**config.mk**
```make
export PLATFORM = sky130hd
export DESIGN_NAME = r88_busctl
export DESIGN_NICKNAME = d
export VERILOG_FILES = /design/src/rtl/r88_pkg.sv /design/src/rtl/r88_bus_timer.sv /design/src/rtl/r88_busctl.sv
export SDC_FILE = /design/constraint.sdc
export NUM_CORES = 1
export LEC_CHECK = 0
export CAP_MARGIN = 10
export CORE_MARGIN = 2
export CORE_UTILIZATION = 35
export CTS_CLUSTER_DIAMETER = 60
export DETAILED_ROUTE_END_ITERATION = 6
export PLACE_DENSITY = 0.65
export SETUP_SLACK_MARGIN = 0.2
export SLEW_MARGIN = 5
export SYNTH_ARGS = -nofsm -noshare
export SYNTH_HDL_FRONTEND = slang
export SYNTH_HIERARCHICAL = 1
export SYNTH_SLANG_ARGS = --single-unit
```
**constraint.sdc**
```tcl
create_clock -name sysClock -period 2.45 [get_ports sysClock]
set_input_delay 0.3675 -clock sysClock [delete_from_list [all_inputs] [get_ports sysClock]]
set_output_delay 0.3675 -clock sysClock [all_outputs]
set_load 0.02 [all_outputs]
```
**src/rtl/r88_pkg.sv**
```systemverilog
// Shared types and default widths for the Rocket88 memory bus controller.
package r88_pkg;

    localparam int R88_ADDR_W = 16;
    localparam int R88_DATA_W = 8;

    typedef enum logic {
        IDLE   = 1'b0,
        ACCESS = 1'b1
    } bus_state_e;

    typedef enum logic {
        DIR_READ  = 1'b0,
        DIR_WRITE = 1'b1
    } bus_dir_e;

endpackage

```
**src/rtl/r88_bus_timer.sv**
```systemverilog
// Loadable down-counter; stops at zero. Terminal-count compare is left to the user.
module r88_bus_timer #(
    parameter int W = 4
) (
    input  logic         clk,
    input  logic         rst_n,
    input  logic         load,
    input  logic [W-1:0] load_val,
    input  logic         dec,
    output logic [W-1:0] count
);

    always_ff @(posedge clk or negedge rst_n) begin
        if (!rst_n) begin
            count <= '0;
        end else if (load) begin
            count <= load_val;
        end else if (dec && (count != '0)) begin
            count <= count - W'(1);
        end
    end

endmodule

```
**src/rtl/r88_busctl.sv**
```systemverilog
// Rocket88 memory bus controller: address register, one access per request, done pulse.
// Optional access timeout enabled by defining R88_BUS_TIMEOUT_EN.
//
//   state  | meaning
//   IDLE   | waiting for a request; address loads accepted; done cycle lives here
//   ACCESS | strobe held; wait states, then memReady stretch (or timeout abort)
module r88_busctl
    import r88_pkg::*;
#(
    parameter int ADDR_W      = R88_ADDR_W,
    parameter int DATA_W      = R88_DATA_W,
    parameter int WAIT_STATES = 0,
    parameter int TIMEOUT     = 255
) (
    input  logic              sysClock,
    input  logic              resetReqN,
    input  logic              reqRead,
    input  logic              reqWrite,
    input  logic [ADDR_W-1:0] addrIn,
    input  logic              addrWrFull,
    input  logic              addrWrLow,
    input  logic              addrWrHigh,
    input  logic              addrInc,
    input  logic [DATA_W-1:0] wrData,
    output logic [DATA_W-1:0] rdData,
    output logic              busy,
    output logic              done,
    output logic              busErr,
    output logic [ADDR_W-1:0] extA,
    input  logic [DATA_W-1:0] extDIn,
    output logic [DATA_W-1:0] extDOut,
    output logic              extDOe,
    output logic              readMem,
    output logic              writeMem,
    input  logic              memReady
);

    if (ADDR_W <= 8 || WAIT_STATES < 0 || WAIT_STATES > 15 || TIMEOUT < 0) begin : g_param_check
        $error("r88_busctl: illegal parameter value");
    end

    bus_state_e        state;
    bus_state_e        state_next;
    bus_dir_e          dir_q;
    logic              inc_q;
    logic [DATA_W-1:0] wdata_q;
    logic [ADDR_W-1:0] addr_q;
    logic [DATA_W-1:0] rd_data_q;
    logic              done_q;
    logic              err_q;
    logic              rd_stb_q;
    logic              wr_stb_q;
    logic              oe_q;

    logic              in_access;
    logic              accept;
    logic              wait_zero;
    logic              finish;
    logic              abort;
    logic [3:0]        wait_count;

    assign in_access = (state == ACCESS);
    assign accept    = (state == IDLE) && (reqRead || reqWrite);
    assign wait_zero = (wait_count == 4'd0);
    assign finish    = in_access && wait_zero && memReady;

    r88_bus_timer #(.W(4)) u_wait (
        .clk      (sysClock),
        .rst_n    (resetReqN),
        .load     (accept),
        .load_val (4'(WAIT_STATES)),
        .dec      (in_access),
        .count    (wait_count)
    );

`ifdef R88_BUS_TIMEOUT_EN
    localparam int TMO_W = (TIMEOUT < 2) ? 1 : $clog2(TIMEOUT + 1);

    logic             stretch;
    logic [TMO_W-1:0] tmo_count;

    assign stretch = in_access && wait_zero && !memReady;

    r88_bus_timer #(.W(TMO_W)) u_tmo (
        .clk      (sysClock),
        .rst_n    (resetReqN),
        .load     (accept),
        .load_val (TMO_W'(TIMEOUT)),
        .dec      (stretch),
        .count    (tmo_count)
    );

    // This stretch cycle is the TIMEOUT-th one when the counter sits at its last step.
    assign abort = stretch && (tmo_count <= TMO_W'(1));
`else
    assign abort = 1'b0;
`endif

    always_ff @(posedge sysClock or negedge resetReqN) begin
        if (!resetReqN) begin
            state <= IDLE;
        end else begin
            state <= state_next;
        end
    end

    always_comb begin
        state_next = state;
        case (state)
            IDLE:    if (accept) state_next = ACCESS;
            ACCESS:  if (finish || abort) state_next = IDLE;
            default: state_next = IDLE;
        endcase
    end

    always_ff @(posedge sysClock or negedge resetReqN) begin
        if (!resetReqN) begin
            dir_q     <= DIR_READ;
            inc_q     <= 1'b0;
            wdata_q   <= '0;
            addr_q    <= '0;
            rd_data_q <= '0;
            done_q    <= 1'b0;
            err_q     <= 1'b0;
            rd_stb_q  <= 1'b0;
            wr_stb_q  <= 1'b0;
            oe_q      <= 1'b0;
        end else begin
            done_q <= finish || abort;
            err_q  <= abort;

            // Read wins when both requests arrive together.
            if (accept) begin
                dir_q    <= reqRead ? DIR_READ : DIR_WRITE;
                inc_q    <= addrInc;
                wdata_q  <= wrData;
                rd_stb_q <= reqRead;
                wr_stb_q <= !reqRead;
                oe_q     <= !reqRead;
            end else if (finish || abort) begin
                rd_stb_q <= 1'b0;
                wr_stb_q <= 1'b0;
                oe_q     <= 1'b0;
            end

            if (finish && (dir_q == DIR_READ)) begin
                rd_data_q <= extDIn;
            end

            // Loads only while idle and not in a request cycle, so extA holds through the access.
            if (finish && inc_q) begin
                addr_q <= addr_q + ADDR_W'(1);
            end else if ((state == IDLE) && !accept) begin
                if (addrWrFull) begin
                    addr_q <= addrIn;
                end else begin
                    if (addrWrLow)  addr_q[7:0]        <= addrIn[7:0];
                    if (addrWrHigh) addr_q[ADDR_W-1:8] <= addrIn[ADDR_W-9:0];
                end
            end
        end
    end

    assign busy     = in_access;
    assign done     = done_q;
    assign busErr   = err_q;
    assign rdData   = rd_data_q;
    assign extA     = addr_q;
    assign extDOut  = wdata_q;
    assign extDOe   = oe_q;
    assign readMem  = rd_stb_q;
    assign writeMem = wr_stb_q;

endmodule

```
==> flow_summary_export.csv, run 1 <==
group,metric,value,unit
timing,finalHoldViolations,0,
detailed_routing,avgRoutedWirePerCell,15.6,um
cts,post_cts_buffers,0,
synthesis,syn_area,0.00216,sq mm
grt,grt_max_degree,29,
setup_path,cp_data_arrival_time,2.28,ns
setup_path,path_class,"reg2reg",
die,die_area,0.00680,sq mm
cts,cts_tree,"built",
die,initial_core_util,0.364,
setup_path,path_cells,"or4_4 -> nor2_4 -> mux2_2 -> a221o_1",
timing,relSlewSlack,0.551,
setup_path,crit_path_end,"extA[3]$_DFFE_PN0P_",
synthesis,yosysSeqAreaShare,0.488,
detailed_routing,vias_per_cell,5.25,
grt,busiest_layer,"met2",
job,timing.max_cap.violations,0,
die,die_x,82.5,um
timing,hold_ws,0.0991,ns
timing,setup_violations,0,
cts,clk_pin_slew_worst_paths,0.08,ns
cts,clkSinkCount,42,
setup_path,critPathMaxFanout,9,
timing,max_freq,0.478,GHz
die,io_pins,79,
detailed_routing,drt-total-wl,5500,um
power_and_ir_drop,cellPowerDensity,1180,mW/mm^2
setup_path,critical_path.endpoint_type,"register",
cts,cts_buffer_depth,2,
timing,worst_pin_slew,0.674,ns
setup_path,reg2reg_from,"u_wait/count[1]$_DFFE_PN0P_",
grt,use_met3,0.0467,
setup_path,r2r_slack,0.36,ns
finish,layout.nets,320,
setup_path,r2r-end,"extA[3]$_DFFE_PN0P_",
setup_path,start_kind,"register",
synthesis,yosys_warnings,6,
finish,fin_cells,353,
detailed_routing,firstDrtPassIters,4,
die,rows,28,
synthesis,synth_edf_count,0,
power_and_ir_drop,power.leakage,0.00128,uW
synthesis,synth_flop_cell,"dfrtp_1",
die,core_area,0.00592,sq mm
status,status,"finished clean",
hold_path,hp-class,"in2async",
grt,antenna_found_initial,0,
cts,cts_hold_buf,0,
timing,tns,0,ns
detailed_routing,ant_nets,0,
setup_path,critical-path-slowest-cell,"or4_4",
placement,hpwlAfterDp,4100,um
setup_path,ff2ff_path_depth,4,
power_and_ir_drop,power,3720,uW
synthesis,ys_seq_elements,42,
grt,grt_use_met1,0.232,
synthesis,synth_cell_types,49,
synthesis,postSynthAreaPerCell,11.4,sq um
grt,grt_pass1_vias,1823,
cts,cts_resized,0,
synthesis,async_flop_share,1.00,
detailed_routing,drcViolationCount,0,
timing,finalMaxSlewViolations,0,
cts,cts.htree.levels,2,
timing,clock-skew-final,0.00173,ns
timing,rsz0062_at_grt,"no",
setup_path,critPathRequiredTime,2.64,ns
grt,track_usage,0.173,
finish,n_fill_cell,551,
synthesis,syn_inst,189,
finish,drive_gt1_frac,0.180,
timing,period_minus_slack,2.09,ns
power_and_ir_drop,ir_drop,0.476,mV
die,die_h,82.5,um
grt,grt_pass1_wl,8830,um
grt,use_met2,0.277,
placement,gp_congestion,0.826,
detailed_routing,drtIter0Drc,84,
setup_path,slowest_delay,0.66,ns
setup_path,critPathLaunch,"u_wait/count[1]$_DFFE_PN0P_",
finish,antenna_cells,0,
cts,clkLatencyLatePin,0.30,ns
cts,clockRootBuffer,"clkbuf_8",
finish,area_delta_synth_final,46.6,%
cts,cts_made_buffers,5,
grt,grt_overflow,0,
timing,fin_crit_sh,0.855,
placement,dp_cells,345,
detailed_routing,vias,1853,
placement,place.port_buffers,77,
[kinds of logic after synthesis]
logic type / count (synthesis) / share of synthesized area
AND/OR/NAND/NOR: 56 / 0.169
AO/OA/AOI/OAI: 50 / 0.178
flip-flops: 42 / 0.488
multiplexers: 22 / 0.114
buffers and inverters: 16 / 0.0383
adder cells (fa/ha/maj): 2 / 0.0116
other: 1 / 0.00174
[routing by layer]
layer | up-vias | share of wire
li1 | 894 | -
met1 | 900 | 0.45
met2 | 54 | 0.47
met3 | 5 | 0.070
met4 | 0 | 0.0084
met5 | - | 0
[placed cells by master (no fill, tap or decap), types with 2 or more instances in the layout]
cell type and count:
nor4_1 2, clkinvlp_4 2, and2_1 2, inv_1 7, nor2_1 7, o21ai_0 5, nand2_1 11, a221o_1 3
ha_1 2, nor4_4 2, a311oi_1 9, clkbuf_8 5, a21oi_1 3, o21ai_1 2, a211oi_1 14, clkdlybuf4s50_1 76
conb_1 5, nor3_1 5, buf_4 9, o21a_1 3, dfrtp_1 42, mux2_2 21, nor2b_1 9, nand4_1 2
nand3_1 4
[sequential cells by signal (all words and copies together) (netlist names)]
signal        count
inc_q             1
readMem           1
u_wait/count      4
writeMem          1
done              1
extDOut           8
extA             16
rdData            8
dir_q             1
busy              1
[area by class of cell]
| type | count | area [sq um] | share of cell area |
|---|---|---|---|
| multi-input combinational | 135 | 1040 | 0.330 |
| sequential | 42 | 1050 | 0.333 |
| timing repair buffer | 86 | 833 | 0.264 |
| clock buffer | 5 | 68.8 | 0.0218 |
| inverter | 7 | 26.3 | 0.00831 |
| tap | 75 | 93.8 | 0.0297 |
| clock inverter | 3 | 45.0 | 0.0143 |
[worst min-delay path by stage]
stage / from / endpoint / slack (ns) / cells past startpoint
floorplan: resetReqN / busy$_DFF_PN0_ / 0.07 / 0
global placement: resetReqN / extA[0]$_DFFE_PN0P_ / 0.44 / 1
detailed placement: resetReqN / extA[5]$_DFFE_PN0P_ / 0.45 / 1
CTS: resetReqN / rdData[5]$_DFFE_PN0P_ / 0.11 / 1
global route: resetReqN / rdData[5]$_DFFE_PN0P_ / 0.13 / 1
finish: resetReqN / extA[5]$_DFFE_PN0P_ / 0.1 / 1
[cells in the mapped netlist, types with 2 or more instances]
library cell	number	share of area
nor3_1	5	0.012
nor2b_1	9	0.026
inv_1	7	0.012
and2_1	2	0.0058
buf_6	2	0.010
nand3_1	4	0.0093
dfrtp_1	42	0.49
nor2_1	7	0.012
o21a_1	3	0.010
nor4_4	2	0.020
a211oi_1	14	0.049
o21ai_0	6	0.014
nand4_1	2	0.0058
a311oi_1	9	0.037
nand2_1	11	0.019
nor4_1	2	0.0058
buf_4	2	0.0070
a221o_1	3	0.014
clkbuf_1	4	0.0070
mux2_2	21	0.11
a21oi_1	3	0.0070
ha_1	2	0.012
[worst max-delay path, delay by kind of cell, from the launching register on]
kind	cells	cell delay [ns]
mux	1	0.36
flops	1	0.42
compound gates	1	0.29
simple gates	2	0.92
[power by group]
group | switching, uW | internal, uW
registers | 301 | 1030
logic | 873 | 959
clock network | 256 | 303
[stage by stage]
step           worst slack, ns  cell area, sq um  utilization
6_report                 0.356              3160        0.534
3_3_place_gp             0.305              3040        0.514
3_5_place_dp             0.266              3040        0.514
4_1_cts                  0.255              3160        0.533
2_1_floorplan            0.364              2170            -
5_1_grt                  0.223              3160        0.534
(Power assumes the default switching activity.)
==> inputs of run 2 (changes only) <==
- SKIP_CTS_REPAIR_TIMING: not set -> 1
==> results of run 2 <==
Same layout as run 1: the final DEF is identical, and so are final timing and power.
